File: src/rtl/word_buffer_write_var.sv
// word_buffer_write_var: variable-length bit packer.
// Variable-length fields are written LSB-first into a 128-bit circular buffer
// and read out as fixed OUTPUTWIDTH-bit words (first-word fall-through). A
// flush pads the trailing partial word with PADBIT so that every accepted bit
// leaves the buffer.
module word_buffer_write_var #(
  parameter int   INPUTWIDTH  = 32,
  parameter int   OUTPUTWIDTH = 40,
  parameter logic PADBIT      = 1'b0
) (
  input  logic                   clk,
  input  logic                   rstn,
  input  logic                   wren,
  input  logic [6:0]             writeLength,
  input  logic [INPUTWIDTH-1:0]  din,
  input  logic                   rden,
  input  logic                   flush,
  output logic [OUTPUTWIDTH-1:0] dout,
  output logic [6:0]             bitsCount,
  output logic                   empty,
  output logic                   full,
  output logic                   flushing
);

  typedef enum logic [1:0] {
    IDLE  = 2'd0,
    PAD   = 2'd1,
    DRAIN = 2'd2
  } state_t;

  localparam logic [6:0] IW7 = 7'(INPUTWIDTH);
  localparam logic [6:0] OW7 = 7'(OUTPUTWIDTH);
  // Enough subtract stages to reduce any 7-bit count below OUTPUTWIDTH.
  localparam int NSUB = 127 / OUTPUTWIDTH;

  logic [127:0] cb_q, cb_d;
  logic [6:0]   wr_addr_q, wr_addr_d;
  logic [6:0]   rd_addr_q, rd_addr_d;
  state_t       state_q;

  logic [6:0]   bits_s;
  logic [6:0]   space_s;
  logic         full_s;
  logic         empty_s;
  logic         wr_ok_s;
  logic         rd_ok_s;
  logic [6:0]   len_s;
  logic [6:0]   rem_s;
  logic [6:0]   pad_len_s;
  logic [6:0]   wlen_s;
  logic [127:0] wdata_s;
  logic [6:0]   off_s;

  // Occupancy and handshake flags, all derived from the pre-edge pointers.
  always_comb begin
    bits_s  = wr_addr_q - rd_addr_q;
    space_s = 7'd127 - bits_s;
    full_s  = (space_s < IW7) | (state_q != IDLE);
    empty_s = (bits_s < OW7);
    wr_ok_s = wren & ~full_s;
    rd_ok_s = rden & ~empty_s;
    if (writeLength > IW7) begin
      len_s = IW7;
    end else begin
      len_s = writeLength;
    end
  end

  // Remainder of the occupancy modulo OUTPUTWIDTH via a subtract chain.
  always_comb begin
    rem_s = bits_s;
    for (int i = 0; i < NSUB; i++) begin
      if (rem_s >= OW7) begin
        rem_s = rem_s - OW7;
      end else begin
        rem_s = rem_s;
      end
    end
    if (rem_s != 7'd0) begin
      pad_len_s = OW7 - rem_s;
    end else begin
      pad_len_s = 7'd0;
    end
  end

  // Select the write source: an accepted field, or padding during PAD.
  always_comb begin
    wdata_s = '0;
    if (wr_ok_s) begin
      wlen_s                   = len_s;
      wdata_s[INPUTWIDTH-1:0] = din;
    end else if (state_q == PAD) begin
      wlen_s  = pad_len_s;
      wdata_s = {128{PADBIT}};
    end else begin
      wlen_s = 7'd0;
    end
  end

  // Next buffer contents and pointers; each cell takes the bit at its offset from wrAddr.
  always_comb begin
    cb_d  = cb_q;
    off_s = 7'd0;
    for (int i = 0; i < 128; i++) begin
      off_s = 7'(i) - wr_addr_q;
      if (off_s < wlen_s) begin
        cb_d[i] = wdata_s[off_s];
      end else begin
        cb_d[i] = cb_q[i];
      end
    end
    wr_addr_d = wr_addr_q + wlen_s;
    if (rd_ok_s) begin
      rd_addr_d = rd_addr_q + OW7;
    end else begin
      rd_addr_d = rd_addr_q;
    end
  end

  // Storage, pointers and flush FSM.
  always_ff @(posedge clk or negedge rstn) begin
    if (!rstn) begin
      cb_q      <= '0;
      wr_addr_q <= 7'd0;
      rd_addr_q <= 7'd0;
      state_q   <= IDLE;
    end else begin
      cb_q      <= cb_d;
      wr_addr_q <= wr_addr_d;
      rd_addr_q <= rd_addr_d;
      case (state_q)
        IDLE: begin
          if (flush) begin
            state_q <= PAD;
          end else begin
            state_q <= IDLE;
          end
        end
        PAD: begin
          state_q <= DRAIN;
        end
        DRAIN: begin
          if (bits_s == 7'd0) begin
            state_q <= IDLE;
          end else begin
            state_q <= DRAIN;
          end
        end
        default: begin
          state_q <= IDLE;
        end
      endcase
    end
  end

  // FWFT word: the OUTPUTWIDTH bits starting at rdAddr, wrapping modulo 128.
  always_comb begin
    dout = '0;
    for (int k = 0; k < OUTPUTWIDTH; k++) begin
      dout[k] = cb_q[rd_addr_q + 7'(k)];
    end
  end

  // Status outputs.
  always_comb begin
    bitsCount = bits_s;
    empty     = empty_s;
    full      = full_s;
    flushing  = (state_q != IDLE);
  end

endmodule

File: config.mk
export PLATFORM = sky130hd
export DESIGN_NAME = word_buffer_write_var
export DESIGN_NICKNAME = d
export VERILOG_FILES = /design/src/rtl/word_buffer_write_var.sv
export SDC_FILE = /design/constraint.sdc
export NUM_CORES = 1
export LEC_CHECK = 0
export CORE_MARGIN = 1.5
export CORE_UTILIZATION = 45
export CTS_CLUSTER_SIZE = 16
export DETAILED_ROUTE_END_ITERATION = 7
export PLACE_DENSITY_LB_ADDON = 0.25
export REMOVE_ABC_BUFFERS = 1
export SLEW_MARGIN = 5
export SYNTH_ARGS = -nofsm -noshare
export SYNTH_HDL_FRONTEND = slang
export SYNTH_SLANG_ARGS = --single-unit
File: constraint.sdc
create_clock -name clk -period 9.75 [get_ports clk]
set_clock_uncertainty 0.2 [all_clocks]
set_input_delay 2.4375 -clock clk [delete_from_list [all_inputs] [get_ports clk]]
set_output_delay 2.4375 -clock clk [all_outputs]
set_load 0.03 [all_outputs]
Yosys cells after proc, flatten, opt, wreduce, memory -nomap -nowiden
Index checks and enable logic that the tools add are counted.
{"block": "totals", "regBits": 144, "latchBits": 0, "mem_bits_rw": 0, "mem_bits_ro": 0, "input_bits": 44, "output_inout_bits": 50, "word_cells": 966, "n_memories": 0}
{"block": "op_classes", "addsub": 175, "multipliers": 0, "n_div": 0, "magnitude_cmp": 302, "n_eq_ne": 2, "n_shift": 0, "n_mux": 347, "n_bitwise": 5, "n_reduce_logical": 4}
{"op": "7-bit by 8-bit less-than comparator with 1-bit output (second input constant)", "n": 168}
{"op": "1-bit binary-select mux with 7-bit select", "n": 168}
{"op": "7-bit less-than comparator", "n": 128}
{"op": "7-bit subtractor (first input constant)", "n": 65}
{"op": "6-bit by 7-bit subtractor with 7-bit output (first input constant)", "n": 33}
{"op": "1-bit 2-to-1 mux", "n": 169}
{"op": "7-bit by 5-bit adder with 7-bit output (second input constant)", "n": 16}
{"op": "5-bit by 7-bit subtractor with 7-bit output (first input constant)", "n": 16}
{"op": "7-bit by 6-bit adder with 7-bit output (second input constant)", "n": 9}
{"op": "7-bit by 4-bit adder with 7-bit output (second input constant)", "n": 8}
{"op": "4-bit by 7-bit subtractor with 7-bit output (first input constant)", "n": 8}
{"op": "7-bit 2-to-1 mux", "n": 7}
{"op": "32-bit 2-to-1 mux", "n": 1}
{"op": "7-bit by 3-bit adder with 7-bit output (second input constant)", "n": 4}
{"op": "3-bit by 7-bit subtractor with 7-bit output (first input constant)", "n": 4}
{"op": "7-bit by 6-bit >= comparator with 1-bit output (second input constant)", "n": 3}
{"op": "7-bit by 6-bit subtractor with 7-bit output (second input constant)", "n": 3}
{"op": "7-bit by 2-bit adder with 7-bit output (second input constant)", "n": 2}
{"op": "7-bit by 6-bit less-than comparator with 1-bit output (second input constant)", "n": 2}
{"op": "1-bit by 7-bit subtractor with 7-bit output (first input constant)", "n": 2}
{"op": "2-bit by 7-bit subtractor with 7-bit output (first input constant)", "n": 2}
{"op": "7-bit by 1-bit adder with 7-bit output (second input constant)", "n": 1}
{"op": "7-bit adder", "n": 1}
{"op": "7-bit by 6-bit greater-than comparator with 1-bit output (second input constant)", "n": 1}
{"op": "12 further kinds", "n": 14}

Longest topological paths before layout
Gate-level depths: netlist of the first run.
{"block": "depth", "word_depth": 12, "ltp_mapped": 36, "depth_no_buf": 33}

Least setup slack after synthesis of the first run
Ideal clock, no wire load.
{"block": "synth_path", "kind": "register to register", "from": "register rd_addr_q[4]", "to": "register cb_q[77]", "setup_ns": 0.125, "t_arrival_ns": 9.476, "t_required_ns": 9.425, "slack_ns": -0.051, "stages_incl_launch_ff": 29, "path_buffers": 5, "period_less_slack_ns": 9.801, "cell_sequence": "dfrtp_1 -> clkbuf_1 -> buf_1 -> clkbuf_1 -> clkbuf_1 -> inv_1 -> fa_1 -> inv_1 -> ha_1 -> a21bo_2 -> and2_4 -> buf_6 -> o31a_1 -> or2_4 -> ha_1 -> and2_1 -> o31a_2 -> o21ai_0 -> and2_1 -> ha_1 -> o211ai_1 -> a311o_1 -> and3_4 -> o311ai_4 -> nand2_2 -> inv_1 -> ha_1 -> a21oi_1 -> mux2_2"}
{"block": "synth_between", "elab_chain_len": 12, "word_cells_on_any_way": 24, "classes_between": "add/sub (6); order compare (5); mux (9); bitwise (3); reduce/logical (1)"}
{"item": "from (decl)", "line": "38", "rtl": "logic [6:0] rd_addr_q, rd_addr_d;"}
{"item": "from (signal assigned)", "line": "130", "rtl": "rd_addr_q <= rd_addr_d;"}
{"item": "7-bit subtractor *", "line": "56", "rtl": "bits_s = wr_addr_q - rd_addr_q;"}
{"item": "net bitsCount[4]", "line": "19", "rtl": "output logic [6:0] bitsCount,"}
{"item": "7-bit by 6-bit subtractor with 7-bit output or 7-bit by 6-bit >= comparator with 1-bit output (tied branches)", "line": "74, 73"}
{"item": "7-bit 2-to-1 mux", "line": "73", "rtl": "if (rem_s >= OW7) begin"}
{"item": "7-bit by 6-bit subtractor with 7-bit output or 7-bit by 6-bit >= comparator with 1-bit output (tied branches)", "line": "74, 73"}
{"item": "7-bit 2-to-1 mux", "line": "73"}
{"item": "7-bit by 6-bit subtractor with 7-bit output or 7-bit by 6-bit >= comparator with 1-bit output (tied branches)", "line": "74, 73"}
{"item": "7-bit 2-to-1 mux", "line": "73"}
{"item": "6-bit by 7-bit subtractor with 7-bit output or 7-bit nonzero test (tied branches)", "line": "80, 79"}
{"item": "7-bit 2-to-1 mux", "line": "79", "rtl": "if (rem_s != 7'd0) begin"}
{"item": "7-bit 2-to-1 mux", "line": "92", "rtl": "end else if (state_q == PAD) begin"}
{"item": "7-bit 2-to-1 mux", "line": "89", "rtl": "if (wr_ok_s) begin"}
{"item": "7-bit less-than comparator", "line": "106", "rtl": "if (off_s < wlen_s) begin"}
{"item": "to (signal assigned)", "line": "123", "rtl": "cb_q <= '0;"}
{"item": "to (signal assigned)", "line": "128", "rtl": "cb_q <= cb_d;"}
{"item": "to (decl)", "line": "36", "rtl": "logic [127:0] cb_q, cb_d;"}
Mark *: on every way through the listed nets, which the timed path passes. The rest lies on a longest branch. The select of a mux whose other input is x is not followed.
A chain may end at the register's enable or synchronous reset.

Worst setup path after layout of the first run
{"block": "layout_path", "from": "register wr_addr_q[3]", "to": "register cb_q[77]"}
{"block": "layout_between", "elab_chain_len": 12, "word_cells_on_any_way": 25, "classes_between": "add/sub (7); order compare (5); mux (9); bitwise (3); reduce/logical (1)"}
{"item": "from (decl)", "line": "37", "rtl": "logic [6:0] wr_addr_q, wr_addr_d;"}
{"item": "from (signal assigned)", "line": "129", "rtl": "wr_addr_q <= wr_addr_d;"}
{"item": "7-bit subtractor", "line": "56"}
{"item": "7-bit by 6-bit subtractor with 7-bit output or 7-bit by 6-bit >= comparator with 1-bit output (tied branches)", "line": "74, 73"}
{"item": "7-bit 2-to-1 mux", "line": "73"}
{"item": "7-bit by 6-bit subtractor with 7-bit output or 7-bit by 6-bit >= comparator with 1-bit output (tied branches)", "line": "74, 73"}
{"item": "7-bit 2-to-1 mux", "line": "73"}
{"item": "7-bit by 6-bit subtractor with 7-bit output or 7-bit by 6-bit >= comparator with 1-bit output (tied branches)", "line": "74, 73"}
{"item": "7-bit 2-to-1 mux", "line": "73"}
{"item": "6-bit by 7-bit subtractor with 7-bit output or 7-bit nonzero test (tied branches)", "line": "80, 79"}
{"item": "7-bit 2-to-1 mux", "line": "79"}
{"item": "7-bit 2-to-1 mux", "line": "92"}
{"item": "7-bit 2-to-1 mux", "line": "89"}
{"item": "7-bit less-than comparator", "line": "106"}
Parallel ways exist; a longest one is shown, timed or not. The select of a mux whose other input is x is not followed.

==> impl_metrics.json, run 1 <==
{
  "status": "finished, final reports clean",
  "worst_path_max_delay_cell": "sky130_fd_sc_hd__dfrtp_1",
  "final_max_slew_viol_count": 0,
  "worst-endpoint-required_ps": 9900,
  "numCtsBuffers": 17,
  "final_nets": 2588,
  "ys_ff_latch": 141,
  "min_path_type": "flop to flop",
  "die_area_sq_um": 45500,
  "proportion_of_netlist_area_held_by_the_largest_area_contributor_pct": 19.0,
  "ys_top_cells_by_count": "290 x sky130_fd_sc_hd__nand2_1, 286 x sky130_fd_sc_hd__ha_1, 265 x sky130_fd_sc_hd__inv_1",
  "detailroute.via_count": 17500,
  "rsz0062_at_grt": "no",
  "post-route-worst-setup-slack_ps": 1090,
  "synthTopCellsByArea": "sky130_fd_sc_hd__mux4_2 19%, sky130_fd_sc_hd__ha_1 18%, sky130_fd_sc_hd__dfrtp_1 18%, sky130_fd_sc_hd__nand2_1 5.5%, sky130_fd_sc_hd__xnor2_1 5.5%",
  "wire_length_of_the_first_global_routing_pass_mm": 100,
  "floorplan.die.width_microns": 213,
  "ys_seq_area_share_pct": 17.7,
  "core.rowCount": 76,
  "dr.first_iter.drc_count": 1439,
  "critical_path.max_fanout": 19,
  "final_layout_size_suffix_gt1_share_pct": 12.6,
  "gr-usage-all-layers_pct": 29.4,
  "fin_setup_tns_ps": 0,
  "yosysWarnings": 0,
  "cts.repair.resized": 0,
  "die-height_microns": 213,
  "grt_start_max_net_pins": 79,
  "detail_route.wl_per_cell_microns": 22.7,
  "pre_cts_ws_ps": 1320,
  "first_global_vias": 17600,
  "cts-hold-fix-buffers": 0,
  "port_buffers": 93,
  "clock.fmax_mhz": 116,
  "cts_max_path_buffers": 2,
  "yosys.area.top_type": "sky130_fd_sc_hd__mux4_2",
  "post_synth.cell_area_avg_sq_um": 9.02,
  "timing.final.setup_violations": 0,
  "antenna_left": 0,
  "ys_types": 74,
  "fillerInstances": 4110,
  "clock_tree.htree_level_count": 4,
  "worstMarginPinSlew_ps": 1140,
  "postCtsSetupBuffers": 0,
  "slew-limit-headroom_pct": 23.4,
  "critPathLaunchType": "flop",
  "cts-root-buf": "sky130_fd_sc_hd__clkbuf_16",
  "finalHoldViolations": 0,
  "postSynth.asyncResetShare_pct": 100,
  "cts.sinks": 141,
  "globalRoute.totalOverflow": 0,
  "first_pass_iters": 5,
  "synth_top_flop_cell": "sky130_fd_sc_hd__dfrtp_1",
  "delay_of_the_slowest_cell_on_the_worst_path_ps": 870,
  "most_frequent_cell_after_synthesis": "sky130_fd_sc_hd__nand2_1",
  "arrival_ps": 8810,
  "core_area_sq_um": 43400,
  "starting_density_of_the_core_pct": 45.9,
  "clk-insertion-delay-late_ps": 470,
  "path_class": "flop to flop",
  "synthCells": 2205,
  "clock_tree_from_tritoncts": "yes",
  "wl_mm": 64.8,
  "synth-edff-count": 0,
  "end_kind": "flop",
  "cap_viol_max_count": 0,
  "post_synth_instance_area_sq_um": 19900,
  "route.detailed.drc": 0,
  "final_period_minus_worst_setup_slack_ps": 8660,
  "boundaryPins": 94,
  "hpwlAfterDp_mm": 48.8,
  "finalWeightedCongestion": 0.962,
  "clk_pin_slew_ps": 60,
  "areaGrowthSynthToFinish_pct": 11.2,
  "worst_path_most_repeated_cell": "sky130_fd_sc_hd__ha_1",
  "initial_antenna_violation_count": 0,
  "timing.final.crit_share_pct": 88.8,
  "via_per_inst": 6.14
}
kinds of logic (layout without fill, tap and decap cells):
| logic type | Yosys count | in the layout | synth area share [%] |
|---|---|---|---|
| multiplexers | 248 | 248 | 23.1 |
| buffers and inverters | 359 | 422 | 6.91 |
| flip-flops | 141 | 141 | 17.7 |
| XOR/XNOR | 133 | 133 | 5.99 |
| adder cells (fa/ha/maj) | 288 | 288 | 18.2 |
| AO/OA/AOI/OAI | 588 | 588 | 18.6 |
| AND/OR/NAND/NOR | 448 | 448 | 9.47 |
| other | 0 | 2 | 0 |
layout by cell type (no fill, tap or decap), types with 69 or more instances in the layout:
master / netlist / layout
sky130_fd_sc_hd__a21o_1: 122 / 121
sky130_fd_sc_hd__a21oi_1: 172 / 172
sky130_fd_sc_hd__clkdlybuf4s50_1: 0 / 92
sky130_fd_sc_hd__dfrtp_1: 141 / 135
sky130_fd_sc_hd__ha_1: 286 / 284
sky130_fd_sc_hd__inv_1: 265 / 264
sky130_fd_sc_hd__mux2i_1: 69 / 69
sky130_fd_sc_hd__mux4_2: 168 / 168
sky130_fd_sc_hd__nand2_1: 290 / 290
sky130_fd_sc_hd__o21ai_0: 120 / 120
sky130_fd_sc_hd__o22ai_1: 80 / 80
sky130_fd_sc_hd__xnor2_1: 124 / 120
worst paths after layout:
check	startpoint	end	slack (ps)	cells after the start
worst max register to register	wr_addr_q[3]$_DFF_PN0_	cb_q[77]$_DFFE_PN0N_	1090	28
worst min-delay path	cb_q[25]$_DFFE_PN0N_	cb_q[25]$_DFFE_PN0N_	350	2
worst min register to register	cb_q[25]$_DFFE_PN0N_	cb_q[25]$_DFFE_PN0N_	350	2
max in group asynchronous	rstn	cb_q[83]$_DFFE_PN0N_	6120	2
worst max-delay path	wr_addr_q[3]$_DFF_PN0_	cb_q[77]$_DFFE_PN0N_	1090	28
min in group asynchronous	rstn	cb_q[118]$_DFFE_PN0N_	1800	1
worst max-delay path, delay by kind of cell, from the launching register on:
| family | cells | cell delay, ps |
|---|---|---|
| AND/OR/NAND/NOR | 4 | 810 |
| flip-flops | 1 | 870 |
| multiplexers | 1 | 340 |
| buffers and inverters | 5 | 1270 |
| adder cells (fa/ha/maj) | 6 | 1850 |
| AO/OA/AOI/OAI | 12 | 3190 |
registers in the layout, indices dropped and copies added (netlist names):
| signal | flops |
|---|---|
| cb_q | 128 |
| wr_addr_q | 7 |
| rd_addr_q | 4 |
| state_q | 2 |
metal layers:
layer | vias up | wire length (microns) | GRT usage (%)
met5 | - | 0 | 0
met4 | 0 | 2950 | 13.4
met3 | 137 | 3850 | 3.57
met2 | 612 | 30100 | 48.2
met1 | 8687 | 27900 | 38.8
li1 | 8103 | - | -
through the flow:
stage / cells / utilization [%] / area, sq um / hold slack (ps)
after detailed placement: 2822 / 49.5 / 21500 / 321
after global routing: 2853 / 51.0 / 22100 / 380
final: 2855 / 51.0 / 22100 / 351
after floorplan: 2116 / - / 19500 / 273
after global placement: 2822 / 49.5 / 21500 / 320
after CTS: 2853 / 51.0 / 22100 / 346
layout make-up:
class                      instances  area, sq um  area share, %
inverter                         270         1020           4.61
clock buffer                      21          480           2.17
multi-input combinational       1705        15000           68.0
timing repair buffer             121         1150           5.22
clock inverter                    10          138          0.623
antenna                            2         5.00         0.0226
tap                              585          732           3.31
sequential                       141         3540           16.0
Power of run 1 is left out: the tool's default activity adds up to more than one toggle a clock period on the data nets, which glitch-free logic cannot reach.
==> inputs of run 2 (changes only) <==
--- a/config.mk
+++ b/config.mk
@@ -11,2 +11,3 @@
 export DETAILED_ROUTE_END_ITERATION = 7
+export HOLD_SLACK_MARGIN = 0.02
 export PLACE_DENSITY_LB_ADDON = 0.25
--- a/constraint.sdc
+++ b/constraint.sdc
@@ -4,2 +4,2 @@
 set_output_delay 2.4375 -clock clk [all_outputs]
-set_load 0.03 [all_outputs]
+set_load 0.1 [all_outputs]
==> impl_metrics.json, run 2 (same netlist as run 1, synthesis figures left out) <==
{
  "gr-usage-all-layers_pct": 29.2,
  "boundaryPins": 94,
  "first_pass_iters": 7,
  "min_path_type": "flop to flop",
  "worstMarginPinSlew_ps": 1120,
  "hpwlAfterDp_mm": 49.0,
  "wire_length_of_the_first_global_routing_pass_mm": 99.9,
  "via_per_inst": 6.09,
  "final_period_minus_worst_setup_slack_ps": 8580,
  "cts-root-buf": "sky130_fd_sc_hd__clkbuf_16",
  "cap_viol_max_count": 0,
  "detailroute.via_count": 17400,
  "wl_mm": 64.8,
  "postCtsSetupBuffers": 0,
  "cts.repair.resized": 0,
  "layout_commonest_cell": "sky130_fd_sc_hd__nand2_1",
  "worst_path_most_repeated_cell": "sky130_fd_sc_hd__ha_1",
  "final_nets": 2588,
  "cts-hold-fix-buffers": 0,
  "final_max_slew_viol_count": 0,
  "delay_of_the_slowest_cell_on_the_worst_path_ps": 870,
  "globalRoute.totalOverflow": 0,
  "grt_start_max_net_pins": 83,
  "critical_path.max_fanout": 34,
  "max_ffs_per_register": 128,
  "fillerInstances": 4048,
  "areaGrowthSynthToFinish_pct": 11.2,
  "arrival_ps": 8710,
  "die-height_microns": 213,
  "port_buffers": 93,
  "worst-endpoint-required_ps": 9880,
  "finalHoldViolations": 0,
  "cts_max_path_buffers": 2,
  "clock_tree_from_tritoncts": "yes",
  "starting_density_of_the_core_pct": 45.9,
  "clk-insertion-delay-late_ps": 460,
  "status": "finished, final reports clean",
  "initial_antenna_violation_count": 0,
  "cts.sinks": 141,
  "timing.final.setup_violations": 0,
  "critPathLaunchType": "flop",
  "layout.cells.most_common_list": "290 x sky130_fd_sc_hd__nand2_1, 284 x sky130_fd_sc_hd__ha_1, 264 x sky130_fd_sc_hd__inv_1, 172 x sky130_fd_sc_hd__a21oi_1, 168 x sky130_fd_sc_hd__mux4_2",
  "clk_pin_slew_ps": 70,
  "antenna_cells_inserted": 0,
  "finalWeightedCongestion": 0.963,
  "floorplan.die.width_microns": 213,
  "antenna_left": 0,
  "placedInstanceArea_sq_um": 21500,
  "clock_tree.htree_level_count": 4,
  "final_layout_size_suffix_gt1_share_pct": 12.5,
  "die_area_sq_um": 45500,
  "slew-limit-headroom_pct": 25.4,
  "core.rowCount": 76,
  "first_global_vias": 17300,
  "rsz0062_at_grt": "no",
  "clock.fmax_mhz": 117,
  "top_register": "cb_q",
  "end_kind": "flop",
  "route.detailed.drc": 0,
  "numCtsBuffers": 17,
  "dr.first_iter.drc_count": 1357,
  "worst_path_max_delay_cell": "sky130_fd_sc_hd__dfrtp_1",
  "whs_ps": 338,
  "path_class": "flop to flop",
  "top_regs": "cb_q x128, wr_addr_q x7, rd_addr_q x4",
  "timing.final.crit_share_pct": 88.0,
  "detail_route.wl_per_cell_microns": 22.7,
  "core_area_sq_um": 43400,
  "final_area_sq_um": 22100
}
==> run 2: changes by cell type in the layout (fill, tap and decap cells not counted) <==
| cell | previous run | this run |
|---|---|---|
| sky130_fd_sc_hd__bufinv_16 | 3 | 4 |
| sky130_fd_sc_hd__clkinv_2 | 3 | 1 |
| sky130_fd_sc_hd__clkinv_4 | 2 | 1 |
| sky130_fd_sc_hd__clkbuf_8 | 4 | 3 |
| sky130_fd_sc_hd__diode_2 | 2 | 0 |
| sky130_fd_sc_hd__inv_6 | 0 | 1 |
| sky130_fd_sc_hd__clkbuf_1 | 0 | 3 |
==> run 2: metrics by stage <==
stage          util [%]  TNS, ps  setup WS [ps]  std cells
2_1_floorplan         -  -449670          -3570       2116
3_3_place_gp       49.5        0           1560       2822
3_5_place_dp       49.5        0           1320       2822
5_1_grt            51.0        0            704       2854
6_report           51.0        0           1170       2854
4_1_cts            51.0        0           1290       2854
==> run 2: cell type report <==
cell class / count / area (sq um) / area share, %
Clock inverter: 9 / 158 / 0.713
Tap cell: 585 / 732 / 3.31
Multi-Input combinational cell: 1705 / 15000 / 68.0
Inverter: 270 / 1020 / 4.60
Sequential cell: 141 / 3540 / 16.0
Clock buffer: 23 / 478 / 2.16
Timing Repair Buffer: 121 / 1150 / 5.22
==> run 2: critical path, delay by kind of cell, from the launching register on <==
family / cells / cell delay (ps)
AO/OA/AOI/OAI: 11 / 2980
adder cells (fa/ha/maj): 6 / 1860
AND/OR/NAND/NOR: 6 / 1270
buffers and inverters: 5 / 1250
flip-flops: 1 / 870
==> run 2: worst paths after layout <==
path | startpoint | end | slack, ps | cells after the start
hold reg to reg | cb_q[25]$_DFFE_PN0N_ | cb_q[25]$_DFFE_PN0N_ | 340 | 2
setup / recovery | wr_addr_q[3]$_DFF_PN0_ | cb_q[63]$_DFFE_PN0N_ | 1170 | 28
setup reg to reg | wr_addr_q[3]$_DFF_PN0_ | cb_q[63]$_DFFE_PN0N_ | 1170 | 28
min in group asynchronous | rstn | cb_q[54]$_DFFE_PN0N_ | 1840 | 1
hold / removal | cb_q[25]$_DFFE_PN0N_ | cb_q[25]$_DFFE_PN0N_ | 340 | 2
max in group asynchronous | rstn | cb_q[81]$_DFFE_PN0N_ | 6160 | 2
==> run 2: routing by layer <==
layer / global-route usage [%] / up-vias / part of all wire, %
met2: 47.6 / 648 / 47
met5: 0 / - / 0
li1: - / 8111 / -
met4: 10.5 / 0 / 3.6
met1: 38.7 / 8507 / 43
met3: 5.18 / 124 / 6.9
Power of run 2 is left out for the same reason.
